`config.mk`:
```
export PLATFORM = sky130hd
export DESIGN_NAME = pulse_debouncer
export DESIGN_NICKNAME = d
export VERILOG_FILES = /design/src/rtl/pulse_cond_pkg.sv /design/src/rtl/sync_chain.sv /design/src/rtl/pulse_debouncer.sv
export SDC_FILE = /design/constraint.sdc
export NUM_CORES = 1
export LEC_CHECK = 0
export CORE_MARGIN = 2
export CORE_UTILIZATION = 46
export CTS_BUF_LIST = sky130_fd_sc_hd__clkbuf_16
export DETAILED_ROUTE_END_ITERATION = 12
export GPL_ROUTABILITY_DRIVEN = 0
export PLACE_DENSITY_LB_ADDON = 0.08
export SYNTH_ARGS = -nofsm -noshare
export SYNTH_HDL_FRONTEND = slang
export SYNTH_SLANG_ARGS = --single-unit
```
`constraint.sdc`:
```
create_clock -name clk -period 1.73 [get_ports clk]
set_input_delay 0.2595 -clock clk [delete_from_list [all_inputs] [get_ports clk]]
set_output_delay 0.2595 -clock clk [all_outputs]
set_load 0.01 [all_outputs]
```
`src/rtl/pulse_cond_pkg.sv`:
```
// Shared types and constants for the input-conditioning blocks.
// Holds the debouncer FSM state encoding, the glitch counter geometry,
// the default tuning values and a saturating increment helper.
package pulse_cond_pkg;

    // Debouncer FSM states: two settled levels and two qualification states.
    typedef enum logic [1:0] {
        STABLE_LOW  = 2'd0,
        WAIT_HIGH   = 2'd1,
        STABLE_HIGH = 2'd2,
        WAIT_LOW    = 2'd3
    } deb_state_t;

    // Glitch counter geometry.
    localparam int                  GLITCH_W   = 8;
    localparam logic [GLITCH_W-1:0] GLITCH_MAX = 8'd255;

    // Default tuning values.
    localparam int DEF_DEBOUNCE_CYCLES = 16;
    localparam int DEF_SYNC_STAGES     = 2;

    // Increment that sticks at GLITCH_MAX instead of wrapping to zero.
    function automatic logic [GLITCH_W-1:0] glitch_sat_inc(input logic [GLITCH_W-1:0] value);
        logic [GLITCH_W-1:0] result;
        if (value == GLITCH_MAX) begin
            result = value;
        end else begin
            result = value + GLITCH_W'(1);
        end
        return result;
    endfunction

endpackage : pulse_cond_pkg

```
`src/rtl/sync_chain.sv`:
```
// N-flop synchroniser bringing an asynchronous level into the clk domain.
// All flops clear to 0 on the asynchronous reset, so the chain never
// presents a stale 1 to downstream logic after reset.
module sync_chain #(
    parameter int STAGES = 2
) (
    input  logic clk,
    input  logic rst,
    input  logic d,
    output logic q
);

    logic [STAGES-1:0] ff_reg;

    // Shift the raw level through the flop chain; bit 0 is the metastable catcher.
    always_ff @(posedge clk or posedge rst) begin
        if (rst) begin
            ff_reg <= '0;
        end else begin
            ff_reg <= {ff_reg[STAGES-2:0], d};
        end
    end

    assign q = ff_reg[STAGES-1];

endmodule : sync_chain

```
`src/rtl/pulse_debouncer.sv`:
```
// Debouncer for asynchronous, bouncy inputs (buttons, external strobes).
// The raw input is synchronised, then a counter-based FSM only accepts a
// new level after DEBOUNCE_CYCLES consecutive identical samples. Accepted
// edges produce one-cycle pulses; rejected bounces bump a saturating
// diagnostic counter.
//
// Optional feature macro: PULSE_DEB_FALL_EN
//   defined   -> fall_pulse port present, pulses on each accepted fall
//   undefined -> no fall_pulse port or register; falls still move level_out
module pulse_debouncer
    import pulse_cond_pkg::*;
#(
    parameter int SYNC_STAGES     = DEF_SYNC_STAGES,
    parameter int DEBOUNCE_CYCLES = DEF_DEBOUNCE_CYCLES,
    parameter int CNT_W           = $clog2(DEBOUNCE_CYCLES)
) (
    input  logic                clk,
    input  logic                rst,
    input  logic                raw_in,
    input  logic                enable,
    input  logic                glitch_clr,
    output logic                level_out,
    output logic                rise_pulse,
`ifdef PULSE_DEB_FALL_EN
    output logic                fall_pulse,
`endif
    output logic [GLITCH_W-1:0] glitch_count
);

    // Counter value at which the final qualifying sample is taken.
    localparam logic [CNT_W-1:0] CNT_LAST = CNT_W'(DEBOUNCE_CYCLES - 1);
    localparam logic [CNT_W-1:0] CNT_ONE  = CNT_W'(1);

    // Catch illegal parameterisations at elaboration time.
    if (SYNC_STAGES < 2 || SYNC_STAGES > 4) begin : g_bad_sync_stages
        $error("pulse_debouncer: SYNC_STAGES must be in 2..4");
    end
    if (DEBOUNCE_CYCLES < 2 || DEBOUNCE_CYCLES > 65535) begin : g_bad_debounce_cycles
        $error("pulse_debouncer: DEBOUNCE_CYCLES must be in 2..65535");
    end

    logic       s;
    deb_state_t state_reg;
    logic [CNT_W-1:0] cnt_reg;
    logic       glitch_event;

    sync_chain #(
        .STAGES (SYNC_STAGES)
    ) u_sync (
        .clk (clk),
        .rst (rst),
        .d   (raw_in),
        .q   (s)
    );

    // A glitch is a qualification aborted by the input reverting while enabled.
    // Disable-driven aborts are deliberately not counted.
    always_comb begin
        glitch_event = 1'b0;
        if (enable) begin
            if (state_reg == WAIT_HIGH && !s) begin
                glitch_event = 1'b1;
            end else if (state_reg == WAIT_LOW && s) begin
                glitch_event = 1'b1;
            end
        end
    end

    // Debounce FSM with registered level and edge-pulse outputs.
    always_ff @(posedge clk or posedge rst) begin
        if (rst) begin
            state_reg  <= STABLE_LOW;
            cnt_reg    <= '0;
            level_out  <= 1'b0;
            rise_pulse <= 1'b0;
`ifdef PULSE_DEB_FALL_EN
            fall_pulse <= 1'b0;
`endif
        end else begin
            // Pulses last a single cycle unless re-armed below.
            rise_pulse <= 1'b0;
`ifdef PULSE_DEB_FALL_EN
            fall_pulse <= 1'b0;
`endif
            if (!enable) begin
                // Abandon any pending qualification; the settled level is held.
                case (state_reg)
                    WAIT_HIGH: state_reg <= STABLE_LOW;
                    WAIT_LOW:  state_reg <= STABLE_HIGH;
                    default:   state_reg <= state_reg;
                endcase
                cnt_reg <= '0;
            end else begin
                case (state_reg)
                    STABLE_LOW: begin
                        if (s) begin
                            state_reg <= WAIT_HIGH;
                            cnt_reg   <= CNT_ONE;
                        end
                    end
                    WAIT_HIGH: begin
                        if (s) begin
                            if (cnt_reg == CNT_LAST) begin
                                state_reg  <= STABLE_HIGH;
                                level_out  <= 1'b1;
                                rise_pulse <= 1'b1;
                                cnt_reg    <= '0;
                            end else begin
                                cnt_reg <= cnt_reg + CNT_ONE;
                            end
                        end else begin
                            state_reg <= STABLE_LOW;
                            cnt_reg   <= '0;
                        end
                    end
                    STABLE_HIGH: begin
                        if (!s) begin
                            state_reg <= WAIT_LOW;
                            cnt_reg   <= CNT_ONE;
                        end
                    end
                    WAIT_LOW: begin
                        if (!s) begin
                            if (cnt_reg == CNT_LAST) begin
                                state_reg  <= STABLE_LOW;
                                level_out  <= 1'b0;
`ifdef PULSE_DEB_FALL_EN
                                fall_pulse <= 1'b1;
`endif
                                cnt_reg    <= '0;
                            end else begin
                                cnt_reg <= cnt_reg + CNT_ONE;
                            end
                        end else begin
                            state_reg <= STABLE_HIGH;
                            cnt_reg   <= '0;
                        end
                    end
                    default: begin
                        state_reg <= STABLE_LOW;
                        cnt_reg   <= '0;
                    end
                endcase
            end
        end
    end

    // Saturating glitch counter; a clear beats a coincident glitch.
    always_ff @(posedge clk or posedge rst) begin
        if (rst) begin
            glitch_count <= '0;
        end else if (glitch_clr) begin
            glitch_count <= '0;
        end else if (glitch_event) begin
            glitch_count <= glitch_sat_inc(glitch_count);
        end
    end

endmodule : pulse_debouncer

```
==> impl_metrics.json <==
{
  "dp_hpwl_um": 1300,
  "crit_type": "register to register",
  "fin_crit_sh_pct": 97.1,
  "die_w_um": 48.1,
  "synth.distinct_cells": 32,
  "cap_violations": 0,
  "hold_class": "input port to asynchronous set/reset pin",
  "vias": 749,
  "dieArea_sq_um": 2320,
  "antenna_found_initial": 0,
  "path_cells": "ha_2 > and4_4 > a211o_4 > or3_4 > a21oi_2",
  "synthTopCellsByArea": "dfrtp_1 (50%), or3_1 (4.2%), a21oi_1 (3.4%), nand3_1 (3.4%), xor2_1 (2.9%)",
  "syn_inst": 85,
  "num_rows": 15,
  "slew_headroom_pct": 75.2,
  "synth_top_cell_by_area": "dfrtp_1",
  "place.port_buffers": 14,
  "utilization_pct": 68.1,
  "first_iter_violations": 11,
  "maxSlewViolCount": 0,
  "clk_path_buf_depth": 2,
  "fin_nets": 117,
  "ys.flop_type": "dfrtp_1",
  "crit_start": "glitch_count[1]",
  "grt.overflow.total": 0,
  "cts_root_buffer": "clkbuf_16",
  "diodes": 0,
  "status": "completed",
  "placedCellCount": 129,
  "syn_area_sq_um": 896,
  "fin_ws_ps": 50.3,
  "cts_tree": "yes",
  "grt_max_degree": 19,
  "dp_slack_ps": -75.6,
  "hold_violations": 0,
  "power_uw": 987,
  "cp.arrival_ps": 1860,
  "rsz0062_at_grt": "yes",
  "initial_core_util_pct": 50.2,
  "setup_viol": 0,
  "ant_nets": 0,
  "coreArea_sq_um": 1780,
  "power_frac_comb_pct": 7.7,
  "fillers": 153,
  "critical-path-max-stage-delay_ps": 380,
  "critical_path.endpoint_type": "register",
  "numCtsBuffers": 3,
  "instances_no_fill": 134,
  "crit_fanout": 5,
  "cp-start-kind": "register",
  "fmax_ghz": 0.595,
  "skew_ps": 1.96,
  "routed_wl_um": 1930,
  "ios": 15,
  "drcViolationCount": 0,
  "reg2regPathDepth": 5,
  "postSynthAreaPerCell_sq_um": 10.5,
  "p_leak_nw": 0.535,
  "h-tree-depth": 1,
  "tightest_slew_ps": 370,
  "worstReg2RegEnd": "glitch_count[4]",
  "grt_usage_pct": 19.2,
  "firstDrtPassIters": 4,
  "slowest_stage": "dfrtp_1",
  "p_per_area_nw_per_um2": 812,
  "p_int_uw": 779,
  "syn-num-nets": 92,
  "grt_pass1_vias": 676,
  "synth-edff-count": 0,
  "peakVddDrop_mv": 0.537,
  "drive_above_1_share_pct": 20.2,
  "clock_latency_ps": 250,
  "synth_top_area_share_pct": 50.3,
  "wl_per_cell_um": 14.4,
  "power.switching_uw": 208,
  "regToRegStartpoint": "glitch_count[1]",
  "ctsHoldBuffers": 0,
  "p_seq_share_pct": 44.7,
  "worstSetupEndpoint": "glitch_count[4]",
  "grt_pass1_wl_um": 2940,
  "crit_family": "simple AND/OR/NAND/NOR gates",
  "cp.required_ps": 1910,
  "cts.sinks": 18,
  "synth-seq-cells": 18,
  "synthArstFlopShare_pct": 100,
  "die_h_um": 48.1,
  "r2r_slack_ps": 50,
  "ys_seq_area_share_pct": 50.3,
  "worst-path-buf-inv": 0,
  "ys.warnings.count": 0,
  "swShare_pct": 21.1,
  "crit_cells": 5,
  "area_growth_pct": 35.6,
  "viasPerCell": 5.59,
  "min_period_ps": 1680,
  "power_frac_clock_pct": 47.6,
  "cts.clk_slew.worst_paths_ps": 50,
  "largest_reg_flops": 8
}
cells in the mapped netlist, drive strengths merged (2+ instances only):
cell type / n
nor2: 3
and4: 2
nor2b: 2
nor3b: 3
xor2: 3
a31oi: 3
dfrtp: 18
o21ai: 5
buf: 4
nand2: 4
or3: 6
nand3: 6
a21oi: 6
inv: 3
ha: 2
worst reg2reg max path: cells and delay by family, from the launching register on:
kind | cells | cell delay [ps]
AO/OA/AOI/OAI | 2 | 480
adder cells (fa/ha/maj) | 1 | 190
flip-flops | 1 | 380
AND/OR/NAND/NOR | 2 | 550
per-stage QoR:
step                      TNS [ps]  hold slack [ps]  cell area, sq um
after global routing             0              358              1210
after CTS                        0              334              1180
after detailed placement      -225              341              1100
final                            0              323              1210
after global placement       -39.9              333              1100
after floorplan                  0              198               905
metal layers:
| layer | up-vias | GRT usage [%] | share of wire, % |
|---|---|---|---|
| met4 | 0 | 9.73 | 2.0 |
| met1 | 361 | 23.8 | 46 |
| li1 | 366 | - | - |
| met3 | 5 | 5.56 | 4.0 |
| met5 | - | 0 | 0 |
| met2 | 17 | 30.4 | 48 |
cell type report:
cell class / count / area (sq um) / area share [%]
clock inverter: 1 / 3.75 / 0.309
timing repair buffer: 24 / 215 / 17.7
inverter: 3 / 11.3 / 0.927
tap: 25 / 31.3 / 2.57
multi-input combinational: 60 / 428 / 35.2
clock buffer: 3 / 75.1 / 6.18
sequential: 18 / 450 / 37.1
power groups by stage:
stage | sequential, mW | clock, mW | combinational, mW
6_report | 0.441 | 0.470 | 0.0760
5_1_grt | 0.443 | 0.500 | 0.0839
4_1_cts | 0.442 | 0.476 | 0.0738
3_5_place_dp | 0.449 | 0 | 0.0735
3_3_place_gp | 0.448 | 0 | 0.0717
2_1_floorplan | 0.449 | 0 | 0.0443
what timing repair did:
| item | 4_1_cts | 5_1_grt |
|---|---|---|
| buffers inserted | 0 | 0 |
| gates resized for setup | 0 | 5 |
| endpoints found under the setup margin | 0 | 4 |
worst min-delay path by stage:
stage,end,cells after the start
finish,u_sync.ff_reg[1],3
detailed placement,u_sync.ff_reg[1],0
CTS,u_sync.ff_reg[1],3
global placement,u_sync.ff_reg[1],0
global route,u_sync.ff_reg[1],0
floorplan,asynchronous set/reset pin,1
cell usage in the layout, fill, tap and decap left out, types with 2 or more instances in the layout:
| master | Yosys | final |
|---|---|---|
| nor2_1 | 3 | 3 |
| a21oi_1 | 6 | 4 |
| o21ai_0 | 5 | 5 |
| dfrtp_1 | 18 | 18 |
| nand3_1 | 6 | 6 |
| nor2b_1 | 2 | 2 |
| xor2_1 | 3 | 3 |
| or3_1 | 6 | 5 |
| a21oi_2 | 0 | 2 |
| nor3b_1 | 3 | 3 |
| clkbuf_16 | 0 | 3 |
| nand2_1 | 3 | 3 |
| a31oi_1 | 3 | 3 |
| clkdlybuf4s50_1 | 0 | 14 |
| buf_4 | 0 | 10 |
| inv_1 | 3 | 3 |
cells by family (layout without fill, tap and decap cells):
| group | after synthesis | after routing | share of synthesized area, % |
|---|---|---|---|
| XOR/XNOR | 3 | 3 | 2.93 |
| adder cells (fa/ha/maj) | 2 | 2 | 2.79 |
| AO/OA/AOI/OAI | 22 | 23 | 15.6 |
| buffers and inverters | 8 | 31 | 6.01 |
| flip-flops | 18 | 18 | 50.3 |
| AND/OR/NAND/NOR | 30 | 30 | 20.0 |
| multiplexers | 2 | 2 | 2.37 |
Note: power is estimated with default switching activity, not from simulation.
